--- src/rtl/bk_sysregs.sv ---
// rtl/bk_sysregs.sv - BK 177600-177776 register window: reply timing, bus timeout, keyboard FIFO, VIRQ
module bk_sysregs #(
    parameter int          KBD_DEPTH  = 4,
    parameter int          REPLY_WAIT = 1,
    parameter int          TIMEOUT    = 16,
    parameter logic [15:0] ROLL_RESET = 16'o001330,
    parameter logic [7:0]  INIT_HI    = 8'o200
) (
    input  logic        clk,
    input  logic        reset_n,
    input  logic        ce,
    input  logic [15:0] adr,
    input  logic [15:0] data_i,
    output logic [15:0] data_o,
    input  logic        din,
    input  logic        dout,
    input  logic        wtbt,
    input  logic        iako,
    input  logic [2:0]  cpu_pri,
    output logic        rply,
    output logic        bus_error,
    output logic        virq,
    input  logic        kbd_strobe,
    input  logic [7:0]  kbd_code,
    input  logic        kbd_ar2,
    input  logic        stopkey,
    input  logic        keydown,
    input  logic        tape_in,
    output logic        tape_out,
    output logic [7:0]  roll_out,
    output logic        full_screen_o,
    output logic        spi_wren,
    output logic [7:0]  spi_do,
    input  logic [7:0]  spi_di,
    input  logic        spi_dsr
);
    localparam int PW      = (KBD_DEPTH > 1) ? $clog2(KBD_DEPTH) : 1;
    localparam int CW      = PW + 1;
    localparam int CNT_MAX = (REPLY_WAIT > TIMEOUT) ? REPLY_WAIT : TIMEOUT;
    localparam int TW      = $clog2(CNT_MAX + 1);

    localparam logic [6:0] OFF_KSR  = 7'o060;
    localparam logic [6:0] OFF_KDR  = 7'o062;
    localparam logic [6:0] OFF_ROLL = 7'o064;
    localparam logic [6:0] OFF_SPI  = 7'o114;
    localparam logic [6:0] OFF_SYS  = 7'o116;
    localparam logic [CW-1:0] FIFO_FULL = CW'(KBD_DEPTH);

    typedef enum logic [1:0] {S_IDLE, S_WAIT, S_REPLY, S_TOUT} state_t;

    state_t        state;
    logic [TW-1:0] cnt;
    logic [6:0]    t_off;
    logic          t_byte, t_odd, t_write, t_iako;

    logic [8:0]    fifo_mem [KBD_DEPTH];
    logic [PW-1:0] rd_ptr, wr_ptr;
    logic [CW-1:0] count;
    logic          overflow, int_dis, stop_latch, roll9;
    logic [7:0]    roll_lo;

    logic          strobe, vec_req, in_window, mapped;
    logic          fifo_nonempty, fifo_full;
    logic          fire, do_wr, do_rd, lo_en, hi_en;
    logic          push, pop, push_ok;
    logic [6:0]    cur_off;
    logic [8:0]    head;
    logic [15:0]   reg_val, rd_data;
    logic          unused_ok;

    assign strobe        = din | dout;
    assign vec_req       = iako & din;
    assign in_window     = adr[15:7] == 9'h1FF;
    assign cur_off       = {adr[6:1], 1'b0};
    assign mapped        = cur_off inside {OFF_KSR, OFF_KDR, OFF_ROLL, OFF_SPI, OFF_SYS};
    assign fifo_nonempty = count != '0;
    assign fifo_full     = count == FIFO_FULL;
    assign head          = fifo_mem[rd_ptr];

    // fire marks the single ce-cycle that enters REPLY; every side effect keys off it
    assign fire    = ce & (state == S_WAIT) & strobe & (cnt <= TW'(1));
    assign do_wr   = fire & t_write & ~t_iako;
    assign do_rd   = fire & ~t_write & ~t_iako;
    assign lo_en   = ~t_byte | ~t_odd;
    assign hi_en   = ~t_byte | t_odd;
    assign push    = ce & kbd_strobe;
    assign pop     = do_rd & (t_off == OFF_KDR) & fifo_nonempty;
    assign push_ok = push & (~fifo_full | pop);

    assign roll_out      = roll_lo;
    assign full_screen_o = roll9;
    assign unused_ok     = ^{data_i[15:10], data_i[8]};

    always_comb begin
        reg_val = '0;
        case (t_off)
            OFF_KSR:  reg_val = {8'h00, fifo_nonempty, int_dis, overflow, 5'b0};
            OFF_KDR:  reg_val = fifo_nonempty ? {8'h00, head[7:0]} : 16'h0000;
            OFF_ROLL: reg_val = {6'b0, roll9, 1'b0, roll_lo};
            OFF_SPI:  reg_val = {~spi_dsr, 7'b0, spi_di};
            OFF_SYS:  reg_val = {INIT_HI, 1'b1, ~keydown, tape_in, 2'b00, stop_latch, 2'b00};
            default:  reg_val = '0;
        endcase
        rd_data = reg_val;
        if (t_iako)
            rd_data = (fifo_nonempty & head[8]) ? 16'o000274 : 16'o000060;
        else if (t_byte)
            rd_data = {8'h00, t_odd ? reg_val[15:8] : reg_val[7:0]};
    end

    always_ff @(posedge clk) begin
        if (!reset_n) begin
            state     <= S_IDLE;
            cnt       <= '0;
            rply      <= 1'b0;
            bus_error <= 1'b0;
            data_o    <= '0;
            t_off     <= '0;
            t_byte    <= 1'b0;
            t_odd     <= 1'b0;
            t_write   <= 1'b0;
            t_iako    <= 1'b0;
        end else if (ce) begin
            case (state)
                S_IDLE: begin
                    if (vec_req) begin
                        state   <= S_WAIT;
                        cnt     <= TW'(REPLY_WAIT);
                        t_iako  <= 1'b1;
                        t_write <= 1'b0;
                        t_byte  <= 1'b0;
                        t_odd   <= 1'b0;
                        t_off   <= '0;
                    end else if (in_window && strobe) begin
                        t_iako  <= 1'b0;
                        t_write <= dout;
                        t_byte  <= wtbt;
                        t_odd   <= adr[0];
                        t_off   <= cur_off;
                        if (mapped) begin
                            state <= S_WAIT;
                            cnt   <= TW'(REPLY_WAIT);
                        end else begin
                            state <= S_TOUT;
                            cnt   <= TW'(TIMEOUT);
                        end
                    end
                end
                S_WAIT: begin
                    if (!strobe) begin
                        state <= S_IDLE;
                    end else if (cnt <= TW'(1)) begin
                        state  <= S_REPLY;
                        rply   <= 1'b1;
                        data_o <= rd_data;
                    end else begin
                        cnt <= cnt - TW'(1);
                    end
                end
                S_REPLY: begin
                    if (!strobe) begin
                        state  <= S_IDLE;
                        rply   <= 1'b0;
                        data_o <= '0;
                    end
                end
                S_TOUT: begin
                    if (!strobe) begin
                        state     <= S_IDLE;
                        bus_error <= 1'b0;
                    end else if (cnt <= TW'(1)) begin
                        bus_error <= 1'b1;
                    end else begin
                        cnt <= cnt - TW'(1);
                    end
                end
                default: state <= S_IDLE;
            endcase
        end
    end

    always_ff @(posedge clk) begin
        if (push_ok)
            fifo_mem[wr_ptr] <= {kbd_ar2, kbd_code};
    end

    // A push into a full FIFO survives only when a pop frees the slot in the same cycle
    always_ff @(posedge clk) begin
        if (!reset_n) begin
            rd_ptr   <= '0;
            wr_ptr   <= '0;
            count    <= '0;
            overflow <= 1'b0;
        end else if (ce) begin
            if (push_ok)
                wr_ptr <= wr_ptr + PW'(1);
            if (pop)
                rd_ptr <= rd_ptr + PW'(1);
            if (push_ok && !pop)
                count <= count + CW'(1);
            else if (pop && !push_ok)
                count <= count - CW'(1);
            if (push && !push_ok)
                overflow <= 1'b1;
            else if (do_wr && lo_en && t_off == OFF_KSR && data_i[5])
                overflow <= 1'b0;
        end
    end

    always_ff @(posedge clk) begin
        if (!reset_n) begin
            int_dis    <= 1'b0;
            stop_latch <= 1'b0;
            roll9      <= ROLL_RESET[9];
            roll_lo    <= ROLL_RESET[7:0];
            tape_out   <= 1'b0;
            spi_do     <= '0;
            spi_wren   <= 1'b0;
            virq       <= 1'b0;
        end else if (ce) begin
            spi_wren <= 1'b0;
            virq     <= fifo_nonempty & ~int_dis & (cpu_pri == 3'd0);
            if (stopkey)
                stop_latch <= 1'b1;
            else if (do_rd && t_off == OFF_SYS)
                stop_latch <= 1'b0;
            if (do_wr) begin
                case (t_off)
                    OFF_KSR: if (lo_en) int_dis <= data_i[6];
                    OFF_ROLL: begin
                        if (hi_en) roll9   <= data_i[9];
                        if (lo_en) roll_lo <= data_i[7:0];
                    end
                    OFF_SPI: if (lo_en) begin
                        spi_do   <= data_i[7:0];
                        spi_wren <= 1'b1;
                    end
                    OFF_SYS: if (lo_en) tape_out <= data_i[6];
                    default: ;
                endcase
            end
        end
    end
endmodule

--- config.mk ---
export PLATFORM = sky130hd
export DESIGN_NAME = bk_sysregs
export DESIGN_NICKNAME = d
export VERILOG_FILES = /design/src/rtl/bk_sysregs.sv
export SDC_FILE = /design/constraint.sdc
export NUM_CORES = 1
export LEC_CHECK = 0
export BUFFER_PORTS_ARGS = -buffer_cell sky130_fd_sc_hd__buf_2
export CORE_MARGIN = 2
export CORE_UTILIZATION = 58
export DETAILED_ROUTE_END_ITERATION = 8
export GPL_ROUTABILITY_DRIVEN = 0
export HOLD_SLACK_MARGIN = 0.06
export PLACE_DENSITY = 0.85
export SYNTH_ARGS = -nofsm -noshare
export SYNTH_HDL_FRONTEND = slang
export SYNTH_SLANG_ARGS = --single-unit
--- constraint.sdc ---
create_clock -name clk -period 6.3 [get_ports clk]
set_input_delay 1.575 -clock clk [delete_from_list [all_inputs] [get_ports clk]]
set_output_delay 1.575 -clock clk [all_outputs]
set_load 0.1 [all_outputs]
# Yosys cells after proc, flatten, opt, wreduce, memory -nomap -nowiden
# Memories as Yosys holds them, arrays and structs flattened. A register that Yosys moved wholly into a read port is not among the register bits.
# Index checks and enable logic that the tools add are counted.
# op_classes
add_sub_neg	5
n_lt_le_gt_ge	1
n_eq_ne	24
muxes	51
bitwise_logic	27
n_reduce_logical	37
# op_table
operator	n
$mux W16	5
$pmux W16 S5	1
$pmux W16 S2	1
$mux W5	5
$mux W8	3
$reduce_and A4 Y1	6
$eq A7 B6 Y1 const B	3
$mux W1	21
$eq A6 B5 Y1 const B	3
$mux W2	8
$and A1 B1 Y1	15
$eq A7 B7 Y1 const B	2
$mux W7	2
$eq A6 B6 Y1 const B	2
$reduce_bool A2 Y1	6
$pmux W5 S2	1
$reduce_and A2 Y1	5
$reduce_and A5 Y1	2
$eq A9 B9 Y1 const B	1
$logic_and A1 B1 Y1	8
$ne A2 B2 Y1 const B	4
$not A1 Y1	8
$mux W3	2
$ne A2 B1 Y1 const B	3
other kinds (20)	28
# totals
regBits	66
ram_bits	36
inputBits	64
n_memories	1
# memory_table
name	depth	word_bits	rd	rd_ports_with_merged_regs	wr	line	source
fifo_mem	4	9	1	1	1	56	logic [8:0] fifo_mem [KBD_DEPTH];

# Longest topological paths before layout
# depth
depth_word	14
depth_mapped	14

# Worst setup path before layout
# Ideal clock, no wire load.
# synth_path
kind	input to register
startpoint	input dout
endpoint	register count[2]
setup_ns	0.128
arrival_time_ns	3.316
required_ns	6.172
path_slack_ns	2.856
path_stages	12
path_buffers	1
path_cell_list	o211ai_1 -> nor4_4 -> buf_6 -> a31oi_1 -> nor2_1 -> ha_1 -> inv_1 -> fa_1 -> xnor2_1 -> nand2_1 -> xor2_1 -> nor2_1
# synth_via
elab_chain_len	13
word_cells_on_any_way	16
classes_between	mux: 1; bitwise: 9; reduce/logical: 6
# synth_lines
item	line	source
start: declaration	16	input logic dout,
$or A1 B1 Y1 (*)	71	assign strobe = din | dout;
$and A1 B1 Y1 (*) (2 in series)	81	assign fire = ce & (state == S_WAIT) & strobe & (cnt <= TW'(1));
$and A1 B1 Y1 (*) (2 in series)	83	assign do_rd = fire & ~t_write & ~t_iako;
$and A1 B1 Y1 (*) (2 in series)	87	assign pop = do_rd & (t_off == OFF_KDR) & fifo_nonempty;
$or A1 B1 Y1	88	assign push_ok = push & (~fifo_full | pop);
$and A1 B1 Y1	88	
$logic_not A1 Y1	201	else if (pop && !push_ok)
$logic_and A1 B1 Y1	201	
$reduce_bool A2 Y1 (no source line)	-	
$reduce_and A2 Y1 (no source line)	-	
end signal: assignment	200	count <= count + CW'(1);
end signal: assignment	202	count <= count - CW'(1);
end: declaration	58	logic [CW-1:0] count;
# Mark *: on every way between the ends. The rest lies on a longest branch, timed or not.
# A chain may end at the register's enable or synchronous reset.

# Worst setup path in the final report
# layout_path
startpoint	input ce
endpoint	register count[2]
# layout_via
elab_chain_len	13
word_cells_on_any_way	17
classes_between	mux: 1; bitwise: 10; reduce/logical: 6
# layout_lines
item	line	source
start: declaration	11	input logic ce,
$and A1 B1 Y1 (3 in series)	81	
$and A1 B1 Y1 (2 in series)	83	
$and A1 B1 Y1 (2 in series)	87	
$or A1 B1 Y1	88	
$and A1 B1 Y1	88	
$logic_not A1 Y1	201	
$logic_and A1 B1 Y1	201	
$reduce_bool A2 Y1 (no source line)	-	
$reduce_and A2 Y1 (no source line)	-	
# Several ways; a longest one is shown, not always the timed one.

==> metrics.csv <==
stage,metric,value,unit
outcome,status,"finished, final reports clean",
floorplan,Initial Utilization,60.26,%
grt,gr ovfl total,0,
clock_tree,hold_buf cts,0,
clock_tree,clock buffer depth,2,
power,P per Cell Area,233.1,nW/um^2
placed_design,HPWL after DPL,7269,microns
detailed_routing,drt drc,0,
sta,min Tclk post-route,3.958,ns
detailed_routing,Avg WL per Cell,16.44,microns
synth,Synth Warn #,0,
synth,ys async rst share,0,%
synth,mapped cell area,4394,sq um
critical_path,CP Buf/Inv Count,2,
critical_path,CP Cell Sequence,buf_2 -> o211ai_1 -> nor4_4 -> a31oi_1 -> nor2_1 -> ha_1 -> inv_1 -> fa_1 -> xnor2_1 -> nand2_1 -> xor2_1 -> nor2_1,
critical_path,reg2reg end,count[2],
floorplan,number of I/O pins,102,
floorplan,Rows,31,
cells_and_area,"commonest cells after routing, fill and taps aside","buf_2, dfxtp_1, nand2_1, a21oi_1, nand3_1",
sta,fmax,0.2527,GHz
detailed_routing,met2 wire length,4772,microns
floorplan,Core ar.,7292,sq um
cells_and_area,Final Net Count,578,
run,max-cap viol count,0,
synth,Syn Area/Cell,10.22,sq um
sta,max-slew violation count,0,
clock_tree,post-CTS sizing,0,
critical_path,critical path launch point type,input pin,
sta,total negative slack,0,ns
critical_path,"CP delay by family, top",simple AND/OR/NAND/NOR gates,
floorplan,height of the chip,91.04,microns
sta,final hold vios,0,
detailed_routing,max layer used,met4,
critical_path,CP Max Fanout,15,
synth,post-synthesis cell count,430,
critical_path,CP arrival,4.21,ns
synth,area share of the largest cell type after synthesis,27.79,%
grt,largest net degree at the start of global routing,29,
cells_and_area,share of layout cells above drive strength 1,24.85,%
clock_tree,Worst-path clk slew,0.11,ns
synth,count of state elements after synthesis,97,
synth,post-synth top area cell,dfxtp_1,
detailed_routing,drt total wl,10030,microns
synth,register area share after synthesis,52.39,%
sta,final setup fails,0,
detailed_routing,Via Count,3614,
detailed_routing,DR pass1 iterations,5,
cells_and_area,Final Non-Filler Cells,610,
placed_design,placed instance count,594,
synth,distinct cell type count after synthesis,66,
floorplan,die area,8288,sq um
sta,Worst Hold Slack,0.4627,ns
synth,Most used DFF post-synth,dfxtp_1,
grt,GRT Util Overall,25.45,%
clock_tree,Post-CTS Setup Repair Bufs,0,
grt,vias in the first global route,3470,
synth,Post-synth EDFFs,36,
clock_tree,CTS Sinks,97,
sta,Worst-Margin Slew,1.089,ns
critical_path,"Data required, critical path",6.55,ns
cells_and_area,"commonest non-fill, non-tap cell in the layout",buf_2,
sta,RSZ-0062 raised after global routing,no,
grt,first-pass GRT wire length,16820,microns
power,Worst IR Drop VDD,0.1707,mV
synth,portion of netlist area occupied by mux cells,6.036,%
critical_path,Max stage delay on crit path,0.63,ns
critical_path,cells on worst reg2reg path,11,
synth,xor-xnor portion of the synthesized cell area,1.395,%
sta,Slew headroom,27.09,%
detailed_routing,Met1 Routed Length,4216,microns
floorplan,chip width,91.04,microns
clock_tree,CTS tree,done,
detailed_routing,Detailed Route Iter0 Violations,228,
placed_design,number of port buffers,88,
clock_tree,htree depth,3,
critical_path,cell mode on critical path,nor2_1,
critical_path,Critical Path Stages,12,
detailed_routing,drt via density,5.925,
critical_path,FF-to-FF Start,state[1],
synth,Simple-Gate Fraction of Synth Area,19.70,%
critical_path,critical path's slowest cell,nor4_4,
sta,Setup Skew,0.02062,ns
critical_path,Crit Path Class,input pin to register,
cells_and_area,Area Growth Syn to Fin,14.64,%
clock_tree,clock root cell,clkbuf_8,
grt,initial antenna violation count,0,
detailed_routing,DRT antenna net count,0,
synth,Synth Area in Adders,2.449,%
power,P_leak,1.868,nW
clock_tree,Num CTS Buffers,9,
cells_and_area,# diodes,0,
critical_path,Reg2Reg Setup Slack,3.18,ns
critical_path,worst setup path endpoint,count[2],
synth,main combinational cell family by area after synthesis,simple AND/OR/NAND/NOR gates,
clock_tree,clock latency on the worst-skew pair,0.38,ns
critical_path,Critical Path Source,ce,
cells_and_area,final design utilization,69.08,%
synth,Synth Area in Compound Gates,13.24,%
min_path,Hold WC Path Type,register to register,
critical_path,Worst setup EP type,register,
sta,fin crit share,62.82,%
synth,top area cells in the synthesized netlist,"dfxtp_1, edfxtp_1, a21oi_1",
detailed_routing,WL met3,713,microns
-- metrics by stage --
step	setup WS, ns	area [sq um]	total power, W
detailed placement	1.970	4835	0.0007848
finish	2.342	5037	0.001174
global route	2.178	5037	0.001221
global placement	2.065	4835	0.0007809
CTS	2.388	5037	0.001182
floorplan	2.856	4413	0.0007516
-- cell families (layout without fill, tap and decap cells) --
kind of cell | count (synthesis) | count (layout)
multiplexers | 15 | 15
XOR/XNOR | 7 | 7
adder cells (fa/ha/maj) | 8 | 8
flip-flops | 97 | 97
buffers and inverters | 42 | 118
AND/OR/NAND/NOR | 167 | 167
AO/OA/AOI/OAI | 93 | 93
other | 1 | 6
-- worst register-to-register path: stages, from the launching register on --
cell,delay (ns)
dfxtp_1,0.38
or4_4,0.58
nor4_4,0.64
a31oi_1,0.23
nor2_1,0.13
ha_1,0.19
inv_1,0.06
fa_1,0.38
xnor2_1,0.16
nand2_1,0.08
xor2_1,0.13
nor2_1,0.05
-- layout make-up --
type | instances | area [sq um]
tap | 99 | 123.9
clock inverter | 7 | 78.83
clock buffer | 9 | 123.9
sequential | 97 | 2302
inverter | 11 | 41.29
multi-input combinational | 296 | 1904
timing repair buffer | 91 | 462.9
fill | 565 | 2255
-- report_power, final --
| group | internal [W] | total, W | switching (W) | leakage (nW) |
|---|---|---|---|---|
| clock | 0.000159 | 0.000403 | 0.000244 | 0.104 |
| sequential | 0.000660 | 0.000668 | 0.00000865 | 0.820 |
| combinational | 0.0000361 | 0.000103 | 0.0000666 | 0.945 |
-- flip-flops by register name, summed over array words and instances (netlist names), 2 cells and up, named ones only --
register  flops
spi_do        8
wr_ptr        2
rd_ptr        2
count         3
state         2
fifo_mem     36
t_off         6
cnt           5
roll_out      8
data_o       10
-- Yosys cell counts (2+ instances only) --
cell type	number
a211o_1	2
a21oi_1	50
a22oi_1	4
a311o_1	2
a32oi_1	2
and2_1	4
and3_1	6
and4_1	2
buf_2	6
buf_4	7
buf_6	2
clkbuf_1	16
dfxtp_1	61
edfxtp_1	36
ha_1	7
inv_1	11
mux2_2	2
mux2i_1	4
mux4_2	9
nand2_1	50
nand2b_1	5
nand3_1	40
nand4_1	6
nor2_1	24
nor3_1	11
nor4_1	2
nor4bb_1	2
o211ai_1	2
o21ai_0	8
o22ai_1	2
o31ai_1	4
o32ai_1	2
xnor2_1	2
xor2_1	5
-- how the worst min path moves through the flow --
| stage | from | end | slack [ns] | depth (start not counted) |
|---|---|---|---|---|
| 2_1_floorplan | t_off[5] | t_off[5] | 0.44 | 2 |
| 3_3_place_gp | spi_do[6] | spi_do[6] | 0.44 | 2 |
| 3_5_place_dp | spi_do[7] | spi_do[7] | 0.45 | 2 |
| 4_1_cts | spi_do[7] | spi_do[7] | 0.47 | 2 |
| 5_1_grt | spi_do[7] | spi_do[7] | 0.49 | 2 |
| 6_report | spi_do[7] | spi_do[7] | 0.46 | 2 |
-- metal layers --
metal  track usage, %  up-vias
met4            10.86        0
met5                0        -
met3            4.398       29
met1            33.26     1688
met2            41.91      171
li1                 -     1726
Note: power is estimated with default switching activity, not from simulation.
